$ cat src/rtl/ctrl_decode.sv
// ctrl_decode: single-stage instruction decoder with a valid/ready handshake.
// Decodes 16-bit instruction words into a registered control bundle, keeps the
// carry/borrow flags for ADDC/SUBB, and handles the HALT and soft-RESET system
// commands through a small RUN/SRST/HALTED state machine.
module ctrl_decode (
    input  logic        clk_pi,
    input  logic        rst_n_pi,
    input  logic [15:0] instr_pi,
    input  logic        instr_valid_pi,
    output logic        instr_ready_po,
    output logic        dec_valid_po,
    input  logic        dec_ready_pi,
    output logic        arith_1op_po,
    output logic        arith_2op_po,
    output logic        addi_po,
    output logic        subi_po,
    output logic        load_or_store_po,
    output logic        stc_cmd_po,
    output logic        stb_cmd_po,
    output logic        branch_po,
    output logic        jump_po,
    output logic        reg_write_po,
    output logic        mem_write_po,
    output logic [2:0]  alu_func_po,
    output logic [5:0]  immediate_po,
    output logic [2:0]  rd_po,
    output logic [2:0]  rs1_po,
    output logic [2:0]  rs2_po,
    output logic [1:0]  cond_po,
    input  logic        flag_we_pi,
    input  logic        carry_out_pi,
    input  logic        borrow_out_pi,
    output logic        carry_in_po,
    output logic        borrow_in_po,
    output logic        halted_po,
    output logic        soft_reset_po,
    output logic        illegal_po
);

    typedef enum logic [1:0] {
        ST_RUN    = 2'd0,
        ST_SRST   = 2'd1,
        ST_HALTED = 2'd2
    } state_t;

    // Everything that travels with one decoded instruction.
    typedef struct packed {
        logic       arith_1op;
        logic       arith_2op;
        logic       addi;
        logic       subi;
        logic       load_or_store;
        logic       stc_cmd;
        logic       stb_cmd;
        logic       branch;
        logic       jump;
        logic       reg_write;
        logic       mem_write;
        logic [2:0] alu_func;
        logic [5:0] imm;
        logic [2:0] rd;
        logic [2:0] rs1;
        logic [2:0] rs2;
        logic [1:0] cond;
        logic       illegal;
    } bundle_t;

    state_t     r_state;
    state_t     w_state_nxt;
    bundle_t    r_bundle;
    bundle_t    w_dec;
    logic       r_dec_valid;
    logic       r_carry;
    logic       r_borrow;
    logic       w_ready;
    logic       w_accept;
    logic [3:0] w_opcode;
    logic [11:0] w_ctrl12;
    logic       w_is_halt;
    logic       w_is_rst;

    assign w_opcode  = instr_pi[15:12];
    assign w_ctrl12  = instr_pi[11:0];
    assign w_is_halt = (w_opcode == 4'hF) && (w_ctrl12 == 12'hFFF);
    assign w_is_rst  = (w_opcode == 4'hF) && (w_ctrl12 == 12'hAAA);

    // State register; reset lands in RUN.
    always_ff @(posedge clk_pi or negedge rst_n_pi) begin
        if (!rst_n_pi) begin
            r_state <= ST_RUN;
        end else begin
            r_state <= w_state_nxt;
        end
    end

    // Next state and handshake: only RUN accepts, and only when the output slot frees up.
    always_comb begin
        w_state_nxt = r_state;
        w_ready     = 1'b0;
        w_accept    = 1'b0;
        case (r_state)
            ST_RUN: begin
                w_ready  = !r_dec_valid || dec_ready_pi;
                w_accept = instr_valid_pi && w_ready;
                if (w_accept && w_is_halt) begin
                    w_state_nxt = ST_HALTED;
                end else if (w_accept && w_is_rst) begin
                    w_state_nxt = ST_SRST;
                end
            end
            ST_SRST:   w_state_nxt = ST_RUN;
            ST_HALTED: w_state_nxt = ST_HALTED;
            default:   w_state_nxt = ST_RUN;
        endcase
    end

    // Combinational decode of the incoming word; fields always pass straight through.
    always_comb begin
        w_dec          = '0;
        w_dec.alu_func = instr_pi[2:0];
        w_dec.imm      = instr_pi[5:0];
        w_dec.rd       = instr_pi[11:9];
        w_dec.rs1      = instr_pi[8:6];
        w_dec.rs2      = instr_pi[5:3];
        case (w_opcode)
            4'h1: begin
                w_dec.arith_2op = 1'b1;
                w_dec.reg_write = 1'b1;
            end
            4'h2: begin
                w_dec.arith_1op = 1'b1;
                w_dec.reg_write = 1'b1;
            end
            4'h3: w_dec.reg_write = 1'b1;
            4'h4: begin
                w_dec.addi      = 1'b1;
                w_dec.reg_write = 1'b1;
            end
            4'h5: begin
                w_dec.subi      = 1'b1;
                w_dec.reg_write = 1'b1;
            end
            4'h6: begin
                w_dec.load_or_store = 1'b1;
                w_dec.reg_write     = 1'b1;
            end
            4'h7: begin
                w_dec.load_or_store = 1'b1;
                w_dec.mem_write     = 1'b1;
            end
            4'h8, 4'h9, 4'hA, 4'hB: begin
                w_dec.branch = 1'b1;
                w_dec.cond   = w_opcode[1:0];
            end
            4'hC: w_dec.jump = 1'b1;
            4'hD, 4'hE: w_dec.illegal = 1'b1;
            4'hF: begin
                if (w_ctrl12 == 12'h001) begin
                    w_dec.stc_cmd = 1'b1;
                end else if (w_ctrl12 == 12'h002) begin
                    w_dec.stb_cmd = 1'b1;
                end else if (!w_is_halt && !w_is_rst) begin
                    w_dec.illegal = 1'b1;
                end
            end
            default: ;
        endcase
    end

    // Output bundle: load on accept, hold while stalled, clear once consumed.
    // HALT/RESET words are consumed here without producing a bundle.
    always_ff @(posedge clk_pi or negedge rst_n_pi) begin
        if (!rst_n_pi) begin
            r_dec_valid <= 1'b0;
            r_bundle    <= '0;
        end else if (w_accept) begin
            if (w_is_halt || w_is_rst) begin
                r_dec_valid <= 1'b0;
                r_bundle    <= '0;
            end else begin
                r_dec_valid <= 1'b1;
                r_bundle    <= w_dec;
            end
        end else if (dec_ready_pi) begin
            r_dec_valid <= 1'b0;
            r_bundle    <= '0;
        end
    end

    // Flags: soft reset (its acceptance and the SRST cycle) overrides any ALU write.
    always_ff @(posedge clk_pi or negedge rst_n_pi) begin
        if (!rst_n_pi) begin
            r_carry  <= 1'b0;
            r_borrow <= 1'b0;
        end else if ((r_state == ST_SRST) || (w_accept && w_is_rst)) begin
            r_carry  <= 1'b0;
            r_borrow <= 1'b0;
        end else if (flag_we_pi) begin
            r_carry  <= carry_out_pi;
            r_borrow <= borrow_out_pi;
        end
    end

    assign instr_ready_po   = w_ready;
    assign dec_valid_po     = r_dec_valid;
    assign arith_1op_po     = r_bundle.arith_1op;
    assign arith_2op_po     = r_bundle.arith_2op;
    assign addi_po          = r_bundle.addi;
    assign subi_po          = r_bundle.subi;
    assign load_or_store_po = r_bundle.load_or_store;
    assign stc_cmd_po       = r_bundle.stc_cmd;
    assign stb_cmd_po       = r_bundle.stb_cmd;
    assign branch_po        = r_bundle.branch;
    assign jump_po          = r_bundle.jump;
    assign reg_write_po     = r_bundle.reg_write;
    assign mem_write_po     = r_bundle.mem_write;
    assign alu_func_po      = r_bundle.alu_func;
    assign immediate_po     = r_bundle.imm;
    assign rd_po            = r_bundle.rd;
    assign rs1_po           = r_bundle.rs1;
    assign rs2_po           = r_bundle.rs2;
    assign cond_po          = r_bundle.cond;
    assign illegal_po       = r_bundle.illegal;
    assign carry_in_po      = r_carry;
    assign borrow_in_po     = r_borrow;
    assign halted_po        = (r_state == ST_HALTED);
    assign soft_reset_po    = (r_state == ST_SRST);

endmodule

$ cat config.mk
export PLATFORM = sky130hd
export DESIGN_NAME = ctrl_decode
export DESIGN_NICKNAME = d
export VERILOG_FILES = /design/src/rtl/ctrl_decode.sv
export SDC_FILE = /design/constraint.sdc
export NUM_CORES = 1
export LEC_CHECK = 0
export CAP_MARGIN = 30
export CORE_ASPECT_RATIO = 1.1
export CORE_MARGIN = 10
export CORE_UTILIZATION = 40
export CTS_BUF_LIST = sky130_fd_sc_hd__clkbuf_8
export DETAILED_ROUTE_END_ITERATION = 8
export GPL_TIMING_DRIVEN = 0
export MAX_ROUTING_LAYER = met4
export PLACE_DENSITY = 0.76
export SLEW_MARGIN = 20
export SYNTH_ARGS = -nofsm -noshare
export SYNTH_HDL_FRONTEND = slang
export SYNTH_SLANG_ARGS = --single-unit
export TNS_END_PERCENT = 10
$ cat constraint.sdc
create_clock -name clk_pi -period 1.45 [get_ports clk_pi]
set_input_delay 0.145 -clock clk_pi [delete_from_list [all_inputs] [get_ports clk_pi]]
set_output_delay 0.145 -clock clk_pi [all_outputs]
set_load 0.05 [all_outputs]
# Yosys cells after proc, flatten, opt, wreduce, memory -nomap -nowiden
# Index checks and enable logic that the tools add are counted.
# totals
input_bits	23
register_bits	37
elab_cells	97
output_inout_bits	38
# classes
reduce_logical	20
mux	33
n_eq_ne	22
# ops
operator	n
$mux 32	3
$eq 4x4->1 const B	8
$eq 12x12->1 const B	2
$mux 1	24
$eq 4x3->1 const B	4
$eq 12x1->1 const B	1
$eq 12x2->1 const B	1
$eq 4x2->1 const B	2
$mux 2	4
$logic_and 1x1->1	7
$reduce_or 6->1	1
$eq 4x1->1 const B	1
$pmux 2 s2	1
$reduce_bool 2->1	2
$reduce_or 2->1	2
$reduce_or 4->1	1
$logic_not 1->1	3
$logic_or 1x1->1	3
$ne 3x3->1 const B	1
$eq 2x1->1 const B	1
$eq 2x2->1 const B	1
$logic_not 2->1	1
$pmux 1 s2	1

# Depth between registers and ports, before layout
# Gate-level depths: netlist of run 1.
# logic_depth
word_depth	10
ltp_mapped	6
mapped_depth_nobuf	4

# Worst setup path before layout of run 1
# Ideal clock, no wire load.
# synth_path
path_type	register -> register
startpoint	register r_dec_valid, in the netlist dec_valid_po
endpoint	register r_borrow, in the netlist borrow_in_po
setup_slack_ps	-168
required_ps	1316
t_arrival_ps	1483
path_buffers	0
stages_incl_launch_ff	5
period_less_slack_ps	1618
setup_time_ps	134
path_cell_list	dfrtp_1 -> or2b_2 -> nand3_2 -> o41ai_1 -> nor2_1
# synth_via
elab_chain_len	7
word_cells_on_any_way	8
classes_between	2 x mux; 6 x reduce/logical
# synth_lines
element	line_no	rtl
start, declared	72	logic r_dec_valid;
start signal, assigned	174	r_dec_valid <= 1'b0;
start signal, assigned	178	r_dec_valid <= 1'b0;
start signal, assigned	181	r_dec_valid <= 1'b1;
$logic_not 1->1 (*)	103	w_ready = !r_dec_valid || dec_ready_pi;
$logic_or 1x1->1 (*)	103	
$logic_and 1x1->1 (*)	104	w_accept = instr_valid_pi && w_ready;
$mux 1 (*)	101	case (r_state)
$logic_and 1x1->1 (*)	195	end else if ((r_state == ST_SRST) || (w_accept && w_is_rst)) begin
$logic_or 1x1->1 (*)	195	
$mux 1 / $reduce_bool 2->1 (equally long branches)	--	
end signal, assigned	200	r_borrow <= borrow_out_pi;
end, declared	74	logic r_borrow;
# Mark *: on every way between the ends. The rest lies on a longest branch, timed or not.
# A chain may end at the register's enable or synchronous reset.

# Worst setup path after layout of run 1
# layout_path
startpoint	register r_dec_valid, in the netlist dec_valid_po
endpoint	output port instr_ready_po
# layout_via
elab_chain_len	3
# layout_lines
element	line_no	rtl
$logic_not 1->1	103	
$logic_or 1x1->1	103	
$mux 1	101	
end, declared	10	output logic instr_ready_po,
# Every way passes these cells.

==> results.txt, run 1 <==
----------------------------------------------------
[Run status]
  Status ... complete, but fails checks
  Violations in the final reports ... setup timing

[STA]
  Worst hold slack across all endpoints ... 0.108 ns
  # setup viols final ... 1
  Slew Limit Fails ... 0
  Time the final worst path needs with I/O delays and setup ... 1.46 ns
  Relative slew slack ... 0.530
  Portion of the clock cycle consumed by the worst path in the final layout ... 1.00
  Clock skew after layout ... 0.00265 ns
  Slew at the pin with the worst max-slew slack ... 0.705 ns
  Number of hold-slack violations in the final timing report ... 0
  F_max ... 687 MHz
  Setup repair after global routing missed its margin ... true
  Minimum setup slack in the final design ... -0.00642 ns

[Global route]
  Overall Global Routing Usage ... 0.139
  Number of antenna violations at the first check in global routing ... 0
  Most used routing layer in global routing ... met2
  Met3 track demand over resource in global routing ... 0.0550
  Global-route met2 utilization ... 0.212
  Gr ovfl total ... 0
  First-pass GRT wire length ... 7.09 mm
  Largest net degree at the start of global routing ... 32
  Met1 Resource Use GR ... 0.164
  Vias in the first global route ... 1,434

[Placement]
  Weighted congestion reported at the end of routability-driven placement ... 0.815
  Hpwl dp ... 3.35 mm
  Number of port buffers ... 59
  Post-Place Cells ... 262

[Logic synthesis]
  Distinct cells, synth ... 44
  Average instance area after synthesis ... 9.73 sq um
  Count of yosys warnings during synthesis ... 0
  Post-synthesis cell count ... 153
  Net count after synthesis ... 176
  Register area share after synthesis ... 0.521
  Cell area after synthesis ... 1490 sq um
  #FFs+latches synth ... 31

[Final layout]
  Fraction of the core area covered by cells at the end of the flow ... 0.616
  Total of fill cells in the finished design ... 351
  Share of post-route cells with drive strength above 1 ... 0.203
  Final Net Count ... 244
  Area delta synth->final ... 50.1%
  Non-filler instance count after layout ... 272
  Total inserted antenna cells ... 0

[Floorplanning]
  Number of cell rows ... 23
  Core area ... 3630 sq um
  Die extent in y ... 84.0 um
  I/O pin count ... 61
  Die X-Extent ... 78.2 um
  Overall die area ... 6570 sq um
  Initial standard-cell utilization of the core ... 0.411

[Critical path]
  Critical-path maximum fanout ... 5
  Critical path, cell by cell ... or2b_2 -> and2_1 -> buf_4
  Kind of cell adding the most delay to the critical path ... simple AND/OR/NAND/NOR gates
  Worst setup path category ... reg2out
  Crit-path slowest cell ... dfrtp_2
  Number of buffers and inverters on the critical path ... 1
  Required time of the worst setup path ... 1.31 ns
  Delay of the slowest cell on the worst path ... 0.36 ns
  Type of element launching the critical path ... register
  Crit path capture type ... primary output
  Arrival @ worst endpoint ... 1.31 ns

[Route]
  DRC errors left ... 0
  Vias per Instance ... 5.00
  Number of violations reported at the end of detailed-routing iteration 0 ... 58
  Total detailed-routing wirelength ... 4.34 mm
  Number of vias in the routed layout ... 1,359
  Number of iterations in the first detailed-routing pass ... 4
  Detailed-route wire length per cell ... 16.0 um
  Antenna Violating Nets Remaining ... 0

[Clock tree]
  Worst-path clk slew ... 0.06 ns
  Clock H-tree levels ... 2
  Sinks on Clock Net ... 31
  Clock insertion delay at the later pin of the skew report ... 0.29 ns
  Total clock buffers created by CTS ... 5
  Buffers from clock root to sink, at most ... 2
  Root buf cell ... clkbuf_8
  CTS tree ... yes

[Power]
  Power Dens Cells ... 753 nW/um^2
  Leakage power figure ... 1.13 nW
  Worst vdd rail ir drop ... 0.704 mV

[Job]
  Number of max-cap violations ... 0

[Min path]
  Type of the most critical hold path ... in2reg

----------------------------------------------------
[placed cells by master, fill, tap and decap left out, types with 3 or more instances in the layout]
master,synthesis,routed
buf_4,7,13
clkbuf_8,1,6
dlygate4sd2_1,0,31
dfrtp_1,31,30
buf_2,3,4
nand2_1,37,37
nor2_1,6,6
a32o_1,3,3
a22o_1,3,3
clkdlybuf4s50_1,0,17
o21ai_0,15,14
inv_1,5,7
[cell type report]
class | count | area (sq um) | area share
Clock buffer | 5 | 68.8 | 0.0308
Sequential cell | 31 | 777 | 0.348
Inverter | 5 | 18.8 | 0.00840
Multi-Input combinational cell | 105 | 659 | 0.295
Tap cell | 50 | 62.6 | 0.0280
Clock inverter | 3 | 12.5 | 0.00560
Buffer | 12 | 91.3 | 0.0409
Timing Repair Buffer | 61 | 544 | 0.244
[sequential cells by signal, summed over array words and instances, names as in the netlist, 2 cells and up]
| name | flops |
|---|---|
| alu_func_po | 2 |
| cond_po | 2 |
| r_state | 2 |
| immediate_po | 4 |
| rd_po | 3 |
| rs1_po | 3 |
[synthesized netlist by cell type, drive strengths merged]
| cell type | instances | area (sq um) |
|---|---|---|
| nand2 | 37 | 139 |
| dfrtp | 31 | 776 |
| o21ai | 16 | 80.1 |
| buf | 10 | 67.6 |
| nor2 | 8 | 35.0 |
| inv | 5 | 18.8 |
| a22o | 3 | 26.3 |
| a32o | 3 | 30.0 |
| and2 | 3 | 20.0 |
| nand3 | 3 | 20.0 |
| nor3 | 3 | 15.0 |
| o31ai | 3 | 27.5 |
| a21oi | 2 | 13.8 |
| and3 | 2 | 13.8 |
| and4 | 2 | 20.0 |
| clkbuf | 2 | 17.5 |
| mux2i | 2 | 20.0 |
| nand4 | 2 | 18.8 |
| o41ai | 2 | 17.5 |
| or3 | 2 | 13.8 |
| a21o | 1 | 7.51 |
| a311o | 1 | 10.0 |
| a31oi | 1 | 12.5 |
| nand3b | 1 | 7.51 |
| nand4b | 1 | 8.76 |
| nor2b | 1 | 6.26 |
| nor3b | 1 | 7.51 |
| nor4 | 1 | 6.26 |
| o211ai | 1 | 7.51 |
| or2b | 1 | 8.76 |
| or4 | 1 | 7.51 |
| xnor2 | 1 | 8.76 |
[worst reg2reg max path: stages (launching register included)]
cell and delay (ns):
dfrtp_1 0.42, nor2_4 0.18, nand3_2 0.24, nor3b_2 0.32, a22o_1 0.18
[logic make-up (layout without fill, tap and decap cells)]
logic type / count (synthesis) / count (layout) / synth area share
flip-flops: 31 / 31 / 0.521
multiplexers: 2 / 2 / 0.0134
XOR/XNOR: 1 / 1 / 0.00588
buffers and inverters: 17 / 86 / 0.0697
AND/OR/NAND/NOR: 69 / 69 / 0.234
AO/OA/AOI/OAI: 33 / 33 / 0.156
[path summary, 6_finish.rpt]
path	from	to	slack, ns	cells after the start
worst max-delay path	dec_valid_po$_DFFE_PN0P_	instr_ready_po	-0.006	3
worst min-delay path	instr_pi[12]	jump_po$_DFFE_PN0P_	0.11	2
worst max register to register	r_state[1]$_DFFE_PN0P_	cond_po[0]$_DFFE_PN0P_	0.05	4
worst min register to register	branch_po$_DFFE_PN0P_	branch_po$_DFFE_PN0P_	0.47	1
max in group asynchronous	rst_n_pi	dec_valid_po$_DFFE_PN0P_	0.49	2
min in group asynchronous	rst_n_pi	rd_po[0]$_DFFE_PN0P_	0.47	2
[through the flow]
| stage | total power [mW] | setup WS [ns] | instance area (sq um) | setup TNS (ns) |
|---|---|---|---|---|
| after global routing | 1.76 | -0.0746 | 2230 | -0.820 |
| after global placement | 1.07 | -0.464 | 2150 | -19.88 |
| after CTS | 1.70 | -0.170 | 2200 | -0.751 |
| after detailed placement | 1.07 | -0.466 | 2150 | -9.27 |
| after floorplan | 0.957 | -0.0223 | 1500 | -0.268 |
| final | 1.68 | -0.00642 | 2230 | -0.00642 |
[routing by layer]
layer,up-vias,share of wire
met2,54,0.47
li1,667,-
met1,633,0.44
met5,-,0
met4,0,0.012
met3,5,0.081
[report_power, final]
part	total, mW	internal [mW]	switching (mW)
clock network	0.627	0.321	0.306
registers	0.873	0.871	0.00239
logic	0.183	0.0781	0.104
[repair_timing]
item | in CTS | in global routing
pin swaps | 0 | 2
resized for setup | 52 | 18
endpoints found under the setup margin | 64 | 32
endpoints found under the hold margin | 31 | 0
buffers inserted | 0 | 1
hold buffers | 1 | 0
No activity file was read; power rests on OpenSTA's default activity.
==> run 2: changes to the inputs <==
--- a/config.mk
+++ b/config.mk
@@ -6,7 +6,6 @@
 export NUM_CORES = 1
 export LEC_CHECK = 0
 export CAP_MARGIN = 30
-export CORE_ASPECT_RATIO = 1.1
 export CORE_MARGIN = 10
 export CORE_UTILIZATION = 40
 export CTS_BUF_LIST = sky130_fd_sc_hd__clkbuf_8
@@ -14,6 +13,7 @@
 export GPL_TIMING_DRIVEN = 0
 export MAX_ROUTING_LAYER = met4
 export PLACE_DENSITY = 0.76
+export SETUP_SLACK_MARGIN = 0.02
 export SLEW_MARGIN = 20
 export SYNTH_ARGS = -nofsm -noshare
 export SYNTH_HDL_FRONTEND = slang
==> results.txt, run 2 (synthesis gave the netlist of run 1 again) <==
----------------------------------------------------
[Final layout]
  Total of fill cells in the finished design ... 344 (was 351)
  Most frequent cells in the layout ... 37 x nand2_1, 31 x dlygate4sd2_1, 30 x dfrtp_1, 14 x buf_4, 13 x o21ai_0 (was 37 x nand2_1, 31 x dlygate4sd2_1, 30 x dfrtp_1, 17 x clkdlybuf4s50_1, 14 x o21ai_0)
  Area delta synth->final ... 53.6% (was 50.1%)
  Post-route cell area ... 2290 sq um (was 2230 sq um)
  Fraction of the core area covered by cells at the end of the flow ... 0.629 (was 0.616)
  Share of post-route cells with drive strength above 1 ... 0.213 (was 0.203)
  Most common library cell in the layout ignoring fill and taps ... nand2_1 (unchanged)
  Final Net Count ... 244 (unchanged)
  Flip-flop count of the largest register after layout ... 4 (unchanged)
  Total inserted antenna cells ... 0 (unchanged)

[STA]
  # setup viols final ... 0 (was 1)
  Setup repair after global routing missed its margin ... true (unchanged)
  Final setup TNS ... 0 ns (was -0.00642 ns)
  Minimum setup slack in the final design ... 0.0514 ns (was -0.00642 ns)
  Slew at the pin with the worst max-slew slack ... 0.680 ns (was 0.705 ns)
  Clock skew after layout ... 0.0112 ns (was 0.00265 ns)
  Slew Limit Fails ... 0 (unchanged)
  Number of hold-slack violations in the final timing report ... 0 (unchanged)
  Time the final worst path needs with I/O delays and setup ... 1.40 ns (was 1.46 ns)
  F_max ... 715 MHz (was 687 MHz)
  Portion of the clock cycle consumed by the worst path in the final layout ... 0.965 (was 1.00)
  Relative slew slack ... 0.546 (was 0.530)

[Critical path]
  Crit. Startpoint ... immediate_po[3]$_DFFE_PN0P_ (was dec_valid_po$_DFFE_PN0P_)
  Required time of the worst setup path ... 1.31 ns (about the same)
  Arrival @ worst endpoint ... 1.25 ns (was 1.31 ns)
  FF-to-FF End ... alu_func_po[0]$_DFFE_PN0P_ (was cond_po[0]$_DFFE_PN0P_)
  Reg2reg setup slack ... 0.12 ns (was 0.05 ns)
  Critical-path maximum fanout ... 3 (was 5)
  Reg2reg path depth ... 5 (was 4)
  Worst setup path category ... reg2out (unchanged)
  Source of the worst register-to-register timing path ... dec_valid_po$_DFFE_PN0P_ (was r_state[1]$_DFFE_PN0P_)
  Type of element launching the critical path ... register (unchanged)
  Crit path capture type ... primary output (unchanged)

[Power]
  Power Dens Cells ... 735 nW/um^2 (was 753 nW/um^2)
  Comb power frac ... 0.111 (was 0.108)
  Tot Pwr ... 1.68 mW (about the same)
  Worst vdd rail ir drop ... 0.566 mV (was 0.704 mV)
  Fraction of power consumed by the clock network ... 0.369 (was 0.373)
  Register share of total power ... 0.520 (was 0.519)
  Leakage power figure ... 1.22 nW (was 1.13 nW)
  Switching fraction of total power ... 0.246 (was 0.245)
  Int Power ... 1.27 mW (about the same)
  Switching power summed over all nets ... 414 uW (was 413 uW)

[Global route]
  Largest net degree at the start of global routing ... 32 (unchanged)
  First-pass GRT wire length ... 6.82 mm (was 7.09 mm)
  Gr ovfl total ... 0 (unchanged)
  Number of antenna violations at the first check in global routing ... 0 (unchanged)
  Vias in the first global route ... 1,423 (was 1,434)
  Overall Global Routing Usage ... 0.139 (about the same)

[Route]
  DRC errors left ... 0 (unchanged)
  Number of iterations in the first detailed-routing pass ... 4 (unchanged)
  Number of violations reported at the end of detailed-routing iteration 0 ... 62 (was 58)
  Vias per Instance ... 4.93 (was 5.00)
  Number of vias in the routed layout ... 1,326 (was 1,359)
  Detailed-route wire length per cell ... 15.4 um (was 16.0 um)
  Antenna Violating Nets Remaining ... 0 (unchanged)
  Total detailed-routing wirelength ... 4.14 mm (was 4.34 mm)

[Min path]
  Hold worst-path end ... jump_po$_DFFE_PN0P_ (unchanged)
  Min-Delay Startpoint ... instr_pi[12] (unchanged)
  Number of cells on the worst hold path ... 2 (unchanged)
  Type of the most critical hold path ... in2reg (unchanged)

[Placement]
  Number of port buffers ... 59 (unchanged)
  Post-placement setup slack ... -0.454 ns (was -0.466 ns)
  Post-detailed-placement cell area ... 2140 sq um (was 2150 sq um)
  Weighted congestion reported at the end of routability-driven placement ... 0.798 (was 0.815)
  Hpwl dp ... 3.10 mm (was 3.35 mm)

[Clock tree]
  Root buf cell ... clkbuf_8 (unchanged)
  Buffers from clock root to sink, at most ... 2 (unchanged)
  Worst-path clk slew ... 0.07 ns (was 0.06 ns)
  Total clock buffers created by CTS ... 5 (unchanged)
  Clock insertion delay at the later pin of the skew report ... 0.29 ns (about the same)
  Sinks on Clock Net ... 31 (unchanged)
  CTS tree ... yes (unchanged)
  Clock H-tree levels ... 2 (unchanged)

[Floorplanning]
  Core area ... 3630 sq um (about the same)
  Die extent in y ... 81.0 um (was 84.0 um)
  Initial standard-cell utilization of the core ... 0.410 (was 0.411)
  I/O pin count ... 61 (unchanged)
  Overall die area ... 6560 sq um (was 6570 sq um)
  Number of cell rows ... 22 (was 23)
  Die X-Extent ... 81.0 um (was 78.2 um)

[Job]
  Number of max-cap violations ... 0 (unchanged)

[Run status]
  Status ... completed (was complete, but fails checks)

----------------------------------------------------
-- run 2: power by group through the flow --
| stage | registers [mW] | logic (mW) | clock network, mW |
|---|---|---|---|
| after floorplan | 0.909 | 0.0475 | 0 |
| after global placement | 0.890 | 0.183 | 0 |
| after detailed placement | 0.889 | 0.182 | 0 |
| after CTS | 0.874 | 0.180 | 0.628 |
| after global routing | 0.874 | 0.205 | 0.669 |
| final | 0.874 | 0.187 | 0.620 |
-- run 2: metrics by stage --
stage          cells  hold WS (ns)
4_1_cts          268         0.110
6_report         269         0.115
3_3_place_gp     260         0.404
2_1_floorplan    153        -0.151
5_1_grt          269         0.128
3_5_place_dp     260         0.228
-- run 2: how the worst max path moves through the flow --
stage,to,slack (ns)
3_3_place_gp,instr_ready_po,-0.46
6_report,rs2_po[0],0.05
5_1_grt,addi_po$_DFFE_PN0P_,-0.01
4_1_cts,instr_ready_po,-0.16
2_1_floorplan,immediate_po[2]$_DFFE_PN0P_,-0.02
3_5_place_dp,instr_ready_po,-0.45
-- run 2: cell type report --
| type | instances | area [sq um] | share of cell area |
|---|---|---|---|
| flip-flops and latches | 31 | 777 | 0.340 |
| plain buffers | 12 | 95.1 | 0.0416 |
| well taps | 48 | 60.1 | 0.0263 |
| clock buffers | 5 | 68.8 | 0.0301 |
| inverters | 5 | 18.8 | 0.00821 |
| repair buffers | 61 | 561 | 0.245 |
| multi-input cells | 105 | 699 | 0.306 |
| clock inverters | 2 | 7.51 | 0.00328 |
-- run 2: what timing repair did --
action                                  in CTS  in global routing
endpoints found under the setup margin      64                 36
pin swaps                                    0                  4
gates resized for setup                     52                 41
buffers inserted                             0                  1
hold endpoints to repair                    31                  0
hold buffers                                 1                  0
-- run 2: per-layer routing --
| metal | routed length [um] | GRT usage | part of all wire | vias up |
|---|---|---|---|---|
| met5 | 0 | - | 0 | - |
| met3 | 319 | 0.0497 | 0.077 | 5 |
| met1 | 1950 | 0.167 | 0.47 | 608 |
| met2 | 1820 | 0.213 | 0.44 | 51 |
| li1 | - | - | - | 662 |
| met4 | 55 | 0.0467 | 0.013 | 0 |
-- run 2: critical path, cell delays in order, from the launching register on --
cell             delay [ns]
dfrtp_1                0.40
buf_4                  0.13
clkdlybuf4s15_1        0.44
==> run 3: changes to the inputs <==
--- a/config.mk
+++ b/config.mk
@@ -6,6 +6,7 @@
 export NUM_CORES = 1
 export LEC_CHECK = 0
 export CAP_MARGIN = 30
+export CORE_ASPECT_RATIO = 2
 export CORE_MARGIN = 10
 export CORE_UTILIZATION = 40
 export CTS_BUF_LIST = sky130_fd_sc_hd__clkbuf_8
==> results.txt, run 3 (synthesis gave the netlist of run 1 again) <==
----------------------------------------------------
[Run status]
  Status ... completed (unchanged)

[Placement]
  Number of port buffers ... 59 (unchanged)
  Post-Place Cells ... 261 (was 260)
  Weighted congestion reported at the end of routability-driven placement ... 0.815 (was 0.798)
  Post-detailed-placement cell area ... 2140 sq um (about the same)
  Hpwl dp ... 3.51 mm (was 3.10 mm)
  Post-placement setup slack ... -0.464 ns (was -0.454 ns)

[Global route]
  Number of antenna violations at the first check in global routing ... 0 (unchanged)
  Global-route met2 utilization ... 0.274 (was 0.213)
  Gr ovfl total ... 0 (unchanged)
  Largest net degree at the start of global routing ... 32 (unchanged)
  Overall Global Routing Usage ... 0.147 (was 0.139)
  Vias in the first global route ... 1,526 (was 1,423)
  Met1 Resource Use GR ... 0.140 (was 0.167)
  Met3 track demand over resource in global routing ... 0.0379 (was 0.0497)
  Most used routing layer in global routing ... met2 (unchanged)
  First-pass GRT wire length ... 7.80 mm (was 6.82 mm)

[Min path]
  Type of the most critical hold path ... in2reg (unchanged)
  Number of cells on the worst hold path ... 2 (unchanged)

[Floorplanning]
  Die extent in y ... 106 um (was 81.0 um)
  Core area ... 3610 sq um (was 3630 sq um)
  Die X-Extent ... 63.1 um (was 81.0 um)
  Initial standard-cell utilization of the core ... 0.413 (was 0.410)
  Number of cell rows ... 31 (was 22)
  I/O pin count ... 61 (unchanged)
  Overall die area ... 6710 sq um (was 6560 sq um)

[Route]
  Total detailed-routing wirelength ... 4.75 mm (was 4.14 mm)
  Antenna Violating Nets Remaining ... 0 (unchanged)
  Number of violations reported at the end of detailed-routing iteration 0 ... 32 (was 62)
  Detailed-route wire length per cell ... 17.5 um (was 15.4 um)
  Number of vias in the routed layout ... 1,404 (was 1,326)
  Number of iterations in the first detailed-routing pass ... 4 (unchanged)
  DRC errors left ... 0 (unchanged)
  Vias per Instance ... 5.16 (was 4.93)

[Power]
  Worst vdd rail ir drop ... 0.723 mV (was 0.566 mV)
  Int Power ... 1.50 mW (was 1.27 mW)
  Register share of total power ... 0.447 (was 0.520)
  Fraction of power consumed by the clock network ... 0.456 (was 0.369)
  Comb power frac ... 0.097 (was 0.111)
  Leakage power figure ... 1.26 nW (was 1.22 nW)
  Switching power summed over all nets ... 450 uW (was 414 uW)
  Switching fraction of total power ... 0.230 (was 0.246)
  Power Dens Cells ... 834 nW/um^2 (was 735 nW/um^2)

[Critical path]
  Crit-path slowest cell ... clkdlybuf4s50_1 (was clkdlybuf4s15_1)
  Reg2reg path depth ... 5 (unchanged)
  Critical path, cell by cell ... clkdlybuf4s50_1 -> and4_4 -> nand4_1 -> a21oi_4 -> buf_6 -> o21ai_0 (was buf_4 -> clkdlybuf4s15_1)
  Critical-path maximum fanout ... 10 (was 3)
  Total number of cells along the worst setup path ... 6 (was 2)
  Arrival @ worst endpoint ... 1.58 ns (was 1.25 ns)
  Delay of the slowest cell on the worst path ... 0.49 ns (was 0.44 ns)
  Number of buffers and inverters on the critical path ... 2 (unchanged)
  Type of element launching the critical path ... input port (was register)
  Worst setup path category ... in2reg (was reg2out)
  Kind of cell adding the most delay to the critical path ... buffers and inverters (unchanged)
  Crit path capture type ... register (was primary output)
  Required time of the worst setup path ... 1.60 ns (was 1.31 ns)

[Final layout]
  Most frequent cells in the layout ... 37 x nand2_1, 32 x dlygate4sd2_1, 29 x dfrtp_1, 15 x buf_4, 13 x o21ai_0 (was 37 x nand2_1, 31 x dlygate4sd2_1, 30 x dfrtp_1, 14 x buf_4, 13 x o21ai_0)
  Total inserted antenna cells ... 0 (unchanged)
  Post-route cell area ... 2340 sq um (was 2290 sq um)
  Flip-flop count of the largest register after layout ... 4 (unchanged)
  Share of post-route cells with drive strength above 1 ... 0.242 (was 0.213)
  Non-filler instance count after layout ... 272 (was 269)
  Fraction of the core area covered by cells at the end of the flow ... 0.650 (was 0.629)
  Total of fill cells in the finished design ... 331 (was 344)
  Area delta synth->final ... 57.5% (was 53.6%)
  Final Net Count ... 245 (was 244)
  Most common library cell in the layout ignoring fill and taps ... nand2_1 (unchanged)

[STA]
  Setup repair after global routing missed its margin ... true (unchanged)
  F_max ... 697 MHz (was 715 MHz)
  Portion of the clock cycle consumed by the worst path in the final layout ... 0.989 (was 0.965)
  Time the final worst path needs with I/O delays and setup ... 1.43 ns (was 1.40 ns)
  # setup viols final ... 0 (unchanged)
  Slew at the pin with the worst max-slew slack ... 0.688 ns (was 0.680 ns)
  Slew Limit Fails ... 0 (unchanged)
  Number of hold-slack violations in the final timing report ... 0 (unchanged)
  Minimum setup slack in the final design ... 0.0154 ns (was 0.0514 ns)
  Relative slew slack ... 0.541 (was 0.546)
  Clock skew after layout ... 0.00350 ns (was 0.0112 ns)

[Job]
  Number of max-cap violations ... 0 (unchanged)

[Clock tree]
  CTS tree ... yes (unchanged)
  Buffers from clock root to sink, at most ... 2 (unchanged)
  Worst-path clk slew ... 0.07 ns (about the same)
  Sinks on Clock Net ... 31 (unchanged)
  Clock H-tree levels ... 2 (unchanged)
  Clock insertion delay at the later pin of the skew report ... 0.28 ns (was 0.29 ns)
  Total clock buffers created by CTS ... 5 (unchanged)
  Root buf cell ... clkbuf_8 (unchanged)

----------------------------------------------------
## run 3: final timing paths
path | startpoint | to | slack (ns)
worst max-delay path | instr_pi[13] | dec_valid_po$_DFFE_PN0P_ | 0.02
worst min-delay path | instr_pi[12] | addi_po$_DFFE_PN0P_ | 0.11
worst max register to register | dec_valid_po$_DFFE_PN0P_ | rd_po[1]$_DFFE_PN0P_ | 0.10
worst min register to register | subi_po$_DFFE_PN0P_ | subi_po$_DFFE_PN0P_ | 0.47
max in group asynchronous | rst_n_pi | dec_valid_po$_DFFE_PN0P_ | 0.52
min in group asynchronous | rst_n_pi | immediate_po[4]$_DFFE_PN0P_ | 0.45
## run 3: layout make-up
type                       instances  area, sq um  share of cell area
sequential                        31          778               0.332
inverter                           5         18.8             0.00800
timing repair buffer              62          567               0.242
clock inverter                     2         35.0              0.0149
tap                               49         61.3              0.0261
multi-input combinational        105          704               0.300
buffer                            12         97.6              0.0416
clock buffer                       6         82.6              0.0352
## run 3: layer usage
metal | vias to the layer above | wire length, um | part of all wire
met3 | 9 | 232 | 0.049
met4 | 0 | 108 | 0.023
li1 | 669 | - | -
met2 | 49 | 2700 | 0.57
met1 | 677 | 1710 | 0.36
met5 | - | 0 | 0
## run 3: worst reg2reg max path, delay by kind of cell (launching register included)
| family | cells | cell delay [ns] |
|---|---|---|
| compound gates | 1 | 0.15 |
| buf+inv | 1 | 0.18 |
| simple gates | 3 | 0.53 |
| flops | 1 | 0.41 |
## run 3: power by group through the flow
stage | clock network [mW] | registers, mW | logic [mW]
finish | 0.891 | 0.873 | 0.190
global route | 0.927 | 0.873 | 0.209
CTS | 0.892 | 0.873 | 0.184
detailed placement | 0 | 0.889 | 0.184
global placement | 0 | 0.889 | 0.185
floorplan | 0 | 0.909 | 0.0475
## run 3: metrics by stage
| stage | hold WS (ns) | setup TNS, ns | total power, mW |
|---|---|---|---|
| final | 0.107 | 0 | 1.95 |
| after global routing | 0.115 | -0.0936 | 2.01 |
| after CTS | 0.104 | -0.835 | 1.95 |
| after detailed placement | 0.231 | -9.32 | 1.07 |
| after global placement | 0.401 | -19.59 | 1.07 |
| after floorplan | -0.151 | -0.268 | 0.957 |
## run 3: what timing repair did
| action | 4_1_cts | 5_1_grt |
|---|---|---|
| pin swaps | 2 | 6 |
| hold buffers | 1 | 0 |
| endpoints found under the setup margin | 65 | 37 |
| hold endpoints to repair | 31 | 0 |
| setup buffers | 0 | 2 |
| gates resized for setup | 57 | 43 |
